## src/rtl/apb_pkg.sv

```systemverilog
// Shared types and helpers for the APB register-file completer.
// Word-level helpers take 64-bit operands so that every legal DATA_WIDTH fits.
package apb_pkg;

  typedef enum logic [1:0] {StIdle, StSetup, StAccess} apb_state_e;

  // Number of byte-address bits below the word index.
  function automatic int unsigned align_bits(input int unsigned data_width);
    return $clog2(data_width / 8);
  endfunction

  function automatic logic valid_align(input logic [63:0] addr, input int unsigned data_width);
    logic [63:0] mask;
    mask = 64'(data_width / 8) - 64'd1;
    return (addr & mask) == 64'd0;
  endfunction

  function automatic logic [63:0] strb_merge(input logic [63:0] old_word,
                                             input logic [63:0] wdata,
                                             input logic [7:0]  strb);
    logic [63:0] res;
    res = old_word;
    for (int k = 0; k < 8; k++) begin
      if (strb[k]) res[8*k +: 8] = wdata[8*k +: 8];
    end
    return res;
  endfunction

endpackage

```

## src/rtl/apb_reg_bank.sv

```systemverilog
// Register storage with a byte-strobed write port and a combinational read port.
// Read-only registers ignore writes; all registers reset to RESET_VAL.
module apb_reg_bank
  import apb_pkg::*;
#(
  parameter int unsigned           DATA_WIDTH = 32,
  parameter int unsigned           IDX_WIDTH  = 8,
  parameter int unsigned           NUM_REGS   = 16,
  parameter logic [NUM_REGS-1:0]   RO_MASK    = '0,
  parameter logic [DATA_WIDTH-1:0] RESET_VAL  = '0
) (
  input  logic                    clk_i,
  input  logic                    rst_ni,
  input  logic                    we_i,
  input  logic [IDX_WIDTH-1:0]    widx_i,
  input  logic [DATA_WIDTH-1:0]   wdata_i,
  input  logic [DATA_WIDTH/8-1:0] wstrb_i,
  input  logic [IDX_WIDTH-1:0]    ridx_i,
  output logic [DATA_WIDTH-1:0]   rdata_o
);

  logic [DATA_WIDTH-1:0] regs_q [NUM_REGS];
  logic [DATA_WIDTH-1:0] regs_d [NUM_REGS];

  // Out-of-range read indices return zero.
  always_comb begin
    rdata_o = '0;
    for (int i = 0; i < int'(NUM_REGS); i++) begin
      regs_d[i] = regs_q[i];
      if (we_i && !RO_MASK[i] && (int'(widx_i) == i)) begin
        regs_d[i] = DATA_WIDTH'(strb_merge(64'(regs_q[i]), 64'(wdata_i), 8'(wstrb_i)));
      end
      if (int'(ridx_i) == i) rdata_o = regs_q[i];
    end
  end

  always_ff @(posedge clk_i or negedge rst_ni) begin
    if (!rst_ni) begin
      for (int i = 0; i < int'(NUM_REGS); i++) regs_q[i] <= RESET_VAL;
    end else begin
      for (int i = 0; i < int'(NUM_REGS); i++) regs_q[i] <= regs_d[i];
    end
  end

endmodule

```

## src/rtl/apb_regfile_peripheral.sv

```systemverilog
// APB4 completer fronting a parametrised register bank, with wait states,
// full error decode and a saturating count of error responses and aborts.
module apb_regfile_peripheral
  import apb_pkg::*;
#(
  parameter int unsigned           DATA_WIDTH  = 32,
  parameter int unsigned           ADDR_WIDTH  = 8,
  parameter int unsigned           NUM_REGS    = 16,
  parameter int unsigned           WAIT_STATES = 0,
  parameter logic [NUM_REGS-1:0]   RO_MASK     = '0,
  parameter logic [DATA_WIDTH-1:0] RESET_VAL   = '0
) (
  input  logic                    pclk,
  input  logic                    presetn,
  input  logic                    psel,
  input  logic                    penable,
  input  logic                    pwrite,
  input  logic [ADDR_WIDTH-1:0]   paddr,
  input  logic [DATA_WIDTH-1:0]   pwdata,
  input  logic [DATA_WIDTH/8-1:0] pstrb,
  output logic [DATA_WIDTH-1:0]   prdata,
  output logic                    pready,
  output logic                    pslverr,
  output logic [7:0]              err_count
);

  localparam int unsigned AlignBits = align_bits(DATA_WIDTH);
  localparam int unsigned StrbWidth = DATA_WIDTH / 8;

  apb_state_e             state_q, state_d;
  logic [ADDR_WIDTH-1:0]  addr_q, addr_d;
  logic                   wr_q, wr_d;
  logic [DATA_WIDTH-1:0]  wdata_q, wdata_d;
  logic [StrbWidth-1:0]   strb_q, strb_d;
  logic                   err_q, err_d;
  logic [3:0]             cnt_q, cnt_d;
  logic [7:0]             err_cnt_q, err_cnt_d;

  logic [ADDR_WIDTH-1:0]  idx_in, idx_q;
  logic                   ro_hit, range_err, setup_err;
  logic                   bus_access, inputs_match, abort, complete, bank_we;
  logic [DATA_WIDTH-1:0]  bank_rdata;

  assign idx_in = paddr >> AlignBits;
  assign idx_q  = addr_q >> AlignBits;

  always_comb begin
    ro_hit = 1'b0;
    for (int i = 0; i < int'(NUM_REGS); i++) begin
      if (int'(idx_in) == i) ro_hit = RO_MASK[i];
    end
  end

  // Decoded from the setup-phase address and registered, so outputs never see paddr directly.
  assign range_err = int'(idx_in) >= int'(NUM_REGS);
  assign setup_err = !valid_align(64'(paddr), DATA_WIDTH) || range_err || (pwrite && ro_hit);

  assign bus_access   = psel && penable;
  assign inputs_match = (paddr == addr_q) && (pwrite == wr_q) && (pwdata == wdata_q) &&
                        (pstrb == strb_q);

  always_ff @(posedge pclk or negedge presetn) begin
    if (!presetn) begin
      state_q   <= StIdle;
      addr_q    <= '0;
      wr_q      <= 1'b0;
      wdata_q   <= '0;
      strb_q    <= '0;
      err_q     <= 1'b0;
      cnt_q     <= '0;
      err_cnt_q <= '0;
    end else begin
      state_q   <= state_d;
      addr_q    <= addr_d;
      wr_q      <= wr_d;
      wdata_q   <= wdata_d;
      strb_q    <= strb_d;
      err_q     <= err_d;
      cnt_q     <= cnt_d;
      err_cnt_q <= err_cnt_d;
    end
  end

  always_comb begin
    state_d  = state_q;
    addr_d   = addr_q;
    wr_d     = wr_q;
    wdata_d  = wdata_q;
    strb_d   = strb_q;
    err_d    = err_q;
    cnt_d    = cnt_q;
    abort    = 1'b0;
    complete = 1'b0;
    unique case (state_q)
      StIdle: begin
        if (psel && !penable) begin
          addr_d  = paddr;
          wr_d    = pwrite;
          wdata_d = pwdata;
          strb_d  = pstrb;
          err_d   = setup_err;
          cnt_d   = 4'(WAIT_STATES);
          state_d = StSetup;
        end else if (psel && penable) begin
          // Access without a setup phase: answer with an error next cycle.
          err_d   = 1'b1;
          cnt_d   = 4'd0;
          state_d = StAccess;
        end
      end
      StSetup: begin
        if (!bus_access || !inputs_match) begin
          abort = 1'b1;
        end else if (cnt_q == 4'd0) begin
          complete = 1'b1;
        end else begin
          cnt_d   = cnt_q - 4'd1;
          state_d = StAccess;
        end
      end
      StAccess: begin
        if (cnt_q == 4'd0) begin
          complete = 1'b1;
        end else if (!bus_access || !inputs_match) begin
          abort = 1'b1;
        end else begin
          cnt_d = cnt_q - 4'd1;
        end
      end
      default: state_d = StIdle;
    endcase
    if (abort || complete) state_d = StIdle;
  end

  always_comb begin
    err_cnt_d = err_cnt_q;
    if ((abort || (complete && err_q)) && (err_cnt_q != 8'hFF)) err_cnt_d = err_cnt_q + 8'd1;
  end

  assign bank_we = complete && wr_q && !err_q;

  always_comb begin
    pready    = (state_q != StIdle) && (cnt_q == 4'd0);
    pslverr   = pready && err_q;
    prdata    = (pready && !wr_q && !err_q) ? bank_rdata : '0;
    err_count = err_cnt_q;
  end

  apb_reg_bank #(
    .DATA_WIDTH (DATA_WIDTH),
    .IDX_WIDTH  (ADDR_WIDTH),
    .NUM_REGS   (NUM_REGS),
    .RO_MASK    (RO_MASK),
    .RESET_VAL  (RESET_VAL)
  ) u_reg_bank (
    .clk_i   (pclk),
    .rst_ni  (presetn),
    .we_i    (bank_we),
    .widx_i  (idx_q),
    .wdata_i (wdata_q),
    .wstrb_i (strb_q),
    .ridx_i  (idx_q),
    .rdata_o (bank_rdata)
  );

endmodule

```

## config.mk

```make
export PLATFORM = sky130hd
export DESIGN_NAME = apb_regfile_peripheral
export DESIGN_NICKNAME = d
export VERILOG_FILES = /design/src/rtl/apb_pkg.sv /design/src/rtl/apb_reg_bank.sv /design/src/rtl/apb_regfile_peripheral.sv
export SDC_FILE = /design/constraint.sdc
export NUM_CORES = 1
export LEC_CHECK = 0
export BUFFER_PORTS_ARGS = -buffer_cell sky130_fd_sc_hd__buf_4
export CAP_MARGIN = 20
export CORE_ASPECT_RATIO = 2
export CORE_MARGIN = 1
export CORE_UTILIZATION = 51
export DETAILED_ROUTE_END_ITERATION = 6
export PLACE_DENSITY = 0.66
export SKIP_LAST_GASP = 1
export SYNTH_ARGS = -nofsm -noshare
export SYNTH_HDL_FRONTEND = slang
export SYNTH_HIERARCHICAL = 1
export SYNTH_SLANG_ARGS = --single-unit
export TNS_END_PERCENT = 20
```

## constraint.sdc

```tcl
create_clock -name pclk -period 5 [get_ports pclk]
set_clock_uncertainty 0.05 [all_clocks]
set_input_delay 1 -clock pclk [delete_from_list [all_inputs] [get_ports pclk]]
set_output_delay 1 -clock pclk [all_outputs]
set_load 0.01 [all_outputs]
```

==> results of run 1 <==
-- worst paths after layout --
check                                                     endpoint  slack, ns  cells past startpoint
worst max-delay path                                    prdata[30]       0.02                      8
worst min-delay path                       wdata_q[30]$_DFFE_PN0P_       0.39                      1
worst max register to register  u_reg_bank/regs_q[107]$_DFFE_PN0P_       0.25                     13
worst min register to register  u_reg_bank/regs_q[497]$_DFFE_PN0P_       0.45                      1
max in group asynchronous       u_reg_bank/regs_q[337]$_DFFE_PN0P_       3.33                      2
min in group pclk               u_reg_bank/regs_q[497]$_DFFE_PN0P_       0.45                      1
-- final cells by class --
cell class | count | area (um2) | share of cell area
diodes | 1 | 2.50 | 0.0000774
clock buffers | 76 | 1560 | 0.0483
clock inverters | 18 | 251 | 0.00778
inverters | 32 | 120 | 0.00371
multi-input cells | 1455 | 13100 | 0.404
flip-flops and latches | 572 | 14300 | 0.443
well taps | 676 | 846 | 0.0262
repair buffers | 238 | 2150 | 0.0666
-- flip-flops by register name, indices dropped and copies added (netlist names), 2 cells and up --
| signal | count |
|---|---|
| strb_q | 4 |
| cnt_q | 4 |
| addr_q | 8 |
| wdata_q | 32 |
| state_q | 2 |
| err_count | 8 |
| u_reg_bank/regs_q | 512 |
-- where the power goes --
| group | leakage, nW | switching [mW] | internal, mW |
|---|---|---|---|
| registers | 7.87 | 0.949 | 4.85 |
| clock network | 0.891 | 1.80 | 2.47 |
| logic | 6.83 | 2.81 | 1.43 |
-- timing repair --
item | 4_1_cts | 5_1_grt
hold buffers | 0 | 0
buffers inserted | 0 | 0
endpoints found under the setup margin | 0 | 32
gates resized for setup | 0 | 1
-- layout by cell type (no fill, tap or decap), types with 12 or more instances in the layout --
cell type and instances:
nor3_1 17, mux2_2 565, mux2i_1 70, nand3_1 24, nand2_2 20, clkbuf_8 15, a21o_1 12, nor2_1 61
a211oi_1 13, nand4_1 13, xor2_1 27, buf_12 29, mux4_2 40, buf_4 207, a21oi_1 49, inv_1 30
a221oi_1 19, clkbuf_16 53, nand2b_1 21, nand2_1 114, nor2b_1 12, o21ai_0 58, dfrtp_1 567, o22ai_1 24
and2_1 36, a22oi_1 21, o211ai_1 14, a2bb2oi_1 15
-- cells by family (layout without fill, tap and decap cells) --
family | count (synthesis) | in the layout | share of synthesized area
fa+ha+maj | 6 | 6 | 0.00267
buf+inv | 165 | 364 | 0.0259
other cells | 1 | 7 | 0.000134
flops | 572 | 572 | 0.510
mux | 678 | 678 | 0.285
compound gates | 343 | 343 | 0.0885
simple gates | 385 | 385 | 0.0766
xor+xnor | 37 | 37 | 0.0115
-- routing by layer --
layer / track usage / part of all wire / routed length, um / vias to the layer above
met5: 0 / 0.00014 / 13 / -
met4: 0.253 / 0.084 / 7620 / 2
met3: 0.0499 / 0.057 / 5140 / 306
met2: 0.560 / 0.50 / 45400 / 736
met1: 0.376 / 0.36 / 32400 / 10444
li1: - / - / - / 8443
-- per-stage QoR --
step | hold slack [ns] | util
5_1_grt | 0.460 | 0.595
3_5_place_dp | 0.436 | 0.561
2_1_floorplan | 0.414 | -
6_report | 0.394 | 0.595
4_1_cts | 0.451 | 0.595
3_3_place_gp | 0.425 | 0.561
-- worst max-delay path, cell delays in order, from the launching register on --
cell       delay [ns]
dfrtp_2          0.67
buf_4            0.31
nor2b_1          0.51
nand2_1          0.54
o311a_1          0.46
a211oi_1         0.41
a2111oi_2        0.09
and2_1           0.18
buf_4            0.14
==> metrics, run 1 <==
GP Congestion=0.941; period utilization=0.996; first-pass GRT wire length=136 mm; die height=roughly 330 um; most common cell in the netlist=dfrtp_1; PwrDens=442 nW/um2; CP Capture Type=primary output; Worst EP arrival=3.93 ns; synth unique cells=88; Routed Antenna Nets=0; Pre-antenna DRT Iters=6; Post-Synthesis Cells=between 2k and 2.5k; dominant cell type by area after synthesis=dfrtp_1; max-slew violation count=0; RSZ-0062 raised after global routing=no; Post-synth EDFFs=0; Primary FF master, synth=dfrtp_1; Starting Density=0.517; Max Cap Violations=0; Post-DP Area=30500 um2; post-route cell area=32300 um2; Crit. Startpoint=addr_q[4]$_DFFE_PN0P_; Seq/Total Area, Yosys=0.510; area growth from synthesis to layout=15.2%; fin worst setup slack=between 0.015 and 0.02 ns; nets=2405; Final Hold Vio Count=0; Avg Inst Size Synth=12.8 um2; drt wl/cell=29.5 um; vias in the first global route=approximately 21k; Worst Path Max Fanout=18; buffer levels on the longest clock path=3; Clk Latency, worst-skew pair=0.61 ns; post-synth top area share=0.510; Req. time, crit path=3.95 ns; Max H-tree Level=2; Syn Std Cell Area=28100 um2; Routed WL=90.6 mm; status=completed; largest net degree at the start of global routing=112; Warnings, synthesis=6; ys async rst share=1.00; worst slack, placed=0.0986 ns; total number of vias=19.9k; leading post-synthesis cells by cell area=dfrtp_1, mux2_2, mux4_2, mux2i_1, nand2_1; grt ovf=0; critical path class=reg -> out; Chip Width=168 um; DP HPWL=62.9 mm; Root Driver=clkbuf_16; overall power=14.3 mW; Core ar.=54400 um2; Static Leak=15.6 nW; Hold Path Class=in -> async; Final min period=4.98 ns; TritonCTS Buffers=51; CTS tree=built; fillers=4402; Worst Tran Pin Value=1.03 ns; Die ar.=56000 um2; setup TNS=0 ns; placed insts=slightly below 3k; share of cells above drive strength 1=0.416; num ports=91; Via density=6.50; DRT iter0 DRCs=1473; Commonest cells post-synth=dfrtp_1, mux2_2, nand2_1, clkbuf_1, mux2i_1; Rows=121; Max-slew headroom=0.316; I/O Buffers=90; synthesized flop and latch total=572; Worst-path clk slew=0.07 ns; DRC viols=0; Reg2Reg Launch Point=wdata_q[9]$_DFFE_PN0P_; startpoint types=flop; GRT Util Overall=0.331; TritonCTS sink count=572; maximum vdd ir drop=0.000301 V; endpoints failing setup=0; fin cells=slightly above 3k; Max Clock Freq=approximately 200 MHz; initial antenna violation count=1
(Power assumes the default switching activity.)
==> inputs of run 2 (changes only) <==
- ABC_AREA: unset -> 1
- HOLD_SLACK_MARGIN: unset -> 0.12
- PLACE_DENSITY: 0.66 -> 0.67
==> run 2 against run 1 <==
  * The flow now finishes with violations (DRC)
  * Flip-flop and latch count did not move
  * Sequential share of layout area grew 2.9 points
  * Via count up 16%
  * Design area is 6.3% lower
  * Core utilization down 2.0 points
  * Clock power shrank 4%
  * Combinational power is 36% lower
  * First-iteration DRC count increased by 48%
  * Clock-buffer cell count is 3 lower
  * Critical path type unchanged
  * Critical endpoint is now prdata[28]
  * Largest power group unchanged
  * Highest routed layer is now met4
==> metrics, run 2 <==
Final min period=4.91 ns (was 4.98 ns); Worst Path Max Fanout=32 (was 18); Largest register FFs=512 (unchanged); Reg with most FFs=u_reg_bank/regs_q (unchanged); WP buf/inv=3 (was 2); Max-slew headroom=0.353 (was 0.316); Primary FF master, synth=dfrtp_1 (unchanged); Hold Path Class=in -> async (unchanged); nets=3460 (was 2405); GRT Util Overall=0.307 (was 0.331); Post-synth EDFFs=0 (unchanged); Static Leak=13.8 nW (was 15.6 nW); CP Capture Type=primary output (unchanged); DRC viols=8 (was 0); Hold Slack=0.394 ns (about the same); status=finished with violations (was completed); Chip Width=166 um (was 168 um); Avg Inst Size Synth=8.10 um2 (was 12.8 um2); Top Registers=u_reg_bank/regs_q: 512 flops, wdata_q: 32 flops (unchanged); I/O Buffers=90 (unchanged); Clk Latency, worst-skew pair=0.59 ns (was 0.61 ns); TritonCTS Buffers=50 (was 51); Max H-tree Level=2 (unchanged); ys async rst share=1.00 (unchanged); Post-Synthesis Cells=3372 (was 2187); Root Driver=clkbuf_16 (unchanged); RSZ-0062 raised after global routing=yes (was no); critical path class=reg -> out (unchanged); Starting Density=0.518 (was 0.517); CTS tree=built (unchanged); most common cell in the netlist=nand2_1 (was dfrtp_1); total number of vias=23.0k (was 19.9k); Routed Antenna Nets=0 (unchanged); GP Congestion=0.916 (was 0.941); leading post-synthesis cells by cell area=dfrtp_1, nand2_1, o21ai_0, inv_1, o21ai_1 (was dfrtp_1, mux2_2, mux4_2, mux2i_1, nand2_1); die height=329 um (was 334 um); initial antenna violation count=0 (was 1); startpoint types=flop (unchanged); largest net degree at the start of global routing=105 (was 112); grt ovf=0 (unchanged); critical path's top delay family=simple AND/OR/NAND/NOR gates (unchanged); buffer levels on the longest clock path=3 (unchanged); synth unique cells=42 (was 88); Worst EP arrival=3.86 ns (was 3.93 ns); area growth from synthesis to layout=10.9% (was 15.2%); Pre-antenna DRT Iters=7 (was 6); overall power=11.9 mW (was 14.3 mW); synthesized flop and latch total=572 (unchanged); crit-path cells=nor2_1 -> nand2_1 -> nor2_2 -> buf_4 -> nand2_1 -> nand2_1 -> nor2_1 -> nand3_1 -> nand2_1 -> nand3_1 -> nand2_1 -> nand4_1 -> nor2_1 -> nand4_1 -> inv_1 -> nor2_1 -> buf_4 (was buf_4 -> nor2b_1 -> nand2_1 -> o311a_1 -> a211oi_1 -> a2111oi_2 -> and2_1 -> buf_4); most frequent cells in the layout=nand2_1, dfrtp_1, o21ai_0 (was dfrtp_1, mux2_2, buf_4); DP HPWL=56.9 mm (was 62.9 mm); Core ar.=52700 um2 (was 54400 um2); vias in the first global route=22.6k (was 21.5k); num ports=91 (unchanged); endpoints failing setup=0 (unchanged); Critical Path Max Stage Delay=0.87 ns (was 0.67 ns); commonest non-fill, non-tap cell in the layout=nand2_1 (was dfrtp_1); DRT iter0 DRCs=2173 (was 1473); first-pass GRT wire length=128 mm (was 136 mm); CP dominant cell by count=nand2_1 (was buf_4); TritonCTS sink count=572 (unchanged); Worst Tran Pin Value=0.967 ns (was 1.03 ns); critical path's slowest cell=dfrtp_1 (was dfrtp_2); Req. time, crit path=3.95 ns (about the same); Commonest cells post-synth=nand2_1, dfrtp_1, o21ai_0, inv_1, o21ai_1 (was dfrtp_1, mux2_2, nand2_1, clkbuf_1, mux2i_1); post-synth top area share=0.524 (was 0.510); share of cells above drive strength 1=0.109 (was 0.416); drt wl/cell=20.0 um (was 29.5 um); violated checks=DRC; Rows=119 (was 121); Worst-path clk slew=0.06 ns (was 0.07 ns); Warnings, synthesis=6 (unchanged); Max Clock Freq=204 MHz (was 201 MHz); Seq/Total Area, Yosys=0.524 (was 0.510); Routed WL=82.2 mm (was 90.6 mm); max-slew violation count=0 (unchanged); PwrDens=393 nW/um2 (was 442 nW/um2); Via density=5.61 (was 6.50); Die ar.=54600 um2 (was 56000 um2); Syn Std Cell Area=27300 um2 (was 28100 um2); dominant cell type by area after synthesis=dfrtp_1 (unchanged); Max Cap Violations=0 (unchanged); maximum vdd ir drop=0.000428 V (was 0.000301 V); setup TNS=0 ns (unchanged); period utilization=0.982 (was 0.996); Final Hold Vio Count=0 (unchanged); number of setup buffers added after CTS=0 (unchanged)
## run 2: cell count changes in the layout (fill, tap and decap cells not counted), sizes merged, moves of 47 or more
cell	previous run	this run
buf	238	157
inv	32	278
mux2	568	0
mux2i	70	0
nand2	134	1172
nand3	25	183
nand4	13	88
nor2	66	184
o21ai	60	567
or2	4	51
## run 2: layer usage
layer | up-vias | GRT usage | share of wire
met2 | 855 | 0.542 | 0.51
met3 | 226 | 0.0341 | 0.055
met5 | - | 0 | 0
met4 | 0 | 0.204 | 0.067
met1 | 11121 | 0.355 | 0.37
li1 | 10845 | - | -
## run 2: repair_timing
action | in CTS | in global routing
endpoints found under the hold margin | 0 | 0
setup endpoints to repair | 2 | 6
gates resized for setup | 1 | 1
hold buffers | 0 | 0
## run 2: layout make-up
class                      count  area, um2
fill                        4879      22400
sequential                   572      14300
multi-input combinational   2337      11100
clock buffer                  73       1500
timing repair buffer         157       1260
inverter                     287       1080
tap                          665        832
clock inverter                17        231
antenna                        1       2.50
## run 2: power breakdown
group | total (mW) | switching (mW) | internal, mW | leakage (nW)
Clock | 4.10 | 1.76 | 2.34 | 0.842
Combinational | 2.70 | 2.16 | 0.534 | 5.01
Sequential | 5.11 | 0.277 | 4.83 | 7.91
Total | 11.9 | 4.20 | 7.71 | 13.8
## run 2: worst register-to-register path, cell delays in order, from the launching register on
cell and delay, ns:
dfrtp_1 0.87, inv_1 0.13, nand2_1 0.08, o21ai_0 0.08, nor2_1 0.19, nand3_1 0.11, nor2_2 0.16, nand3_4 0.13
o21bai_4 0.15, nand2_1 0.08, nor3_1 0.28, inv_1 0.25, nor3_4 0.65, nand3_1 0.59, nand2_1 0.22, o21ai_0 0.12
## run 2: cells by family after synthesis
kind of cell,Yosys count,share of synthesized area
AOI/OAI and AO/OA,598,0.112
other,1,0.000137
buffers and inverters,466,0.0738
DFF,572,0.524
and+or+nand+nor,1709,0.281
adders and majority gates,6,0.00275
xor gates and xnor gates,20,0.00641
## run 2: worst paths after layout
check,from,end,slack (ns),cells past startpoint
max,addr_q[3]$_DFFE_PN0P_,prdata[28],0.09,17
min,presetn,u_reg_bank/regs_q[122]$_DFFE_PN0P_,0.39,1
max reg2reg,addr_q[3]$_DFFE_PN0P_,u_reg_bank/regs_q[499]$_DFFE_PN0P_,0.71,15
min reg2reg,u_reg_bank/regs_q[309]$_DFFE_PN0P_,u_reg_bank/regs_q[309]$_DFFE_PN0P_,0.43,2
max in group asynchronous,presetn,u_reg_bank/regs_q[162]$_DFFE_PN0P_,3.33,2
min in group pclk,u_reg_bank/regs_q[309]$_DFFE_PN0P_,u_reg_bank/regs_q[309]$_DFFE_PN0P_,0.43,2
## run 2: through the flow
| stage | setup slack (ns) | area, um2 | instances | utilization |
|---|---|---|---|---|
| 3_5_place_dp | 0.532 | 28500 | 4017 | 0.541 |
| 4_1_cts | 0.0357 | 30300 | 4107 | 0.574 |
| 6_report | 0.0883 | 30300 | 4109 | 0.575 |
| 5_1_grt | -0.0784 | 30300 | 4108 | 0.575 |
| 2_1_floorplan | 1.69 | 27300 | 3375 | - |
| 3_3_place_gp | 0.558 | 28500 | 4017 | 0.541 |
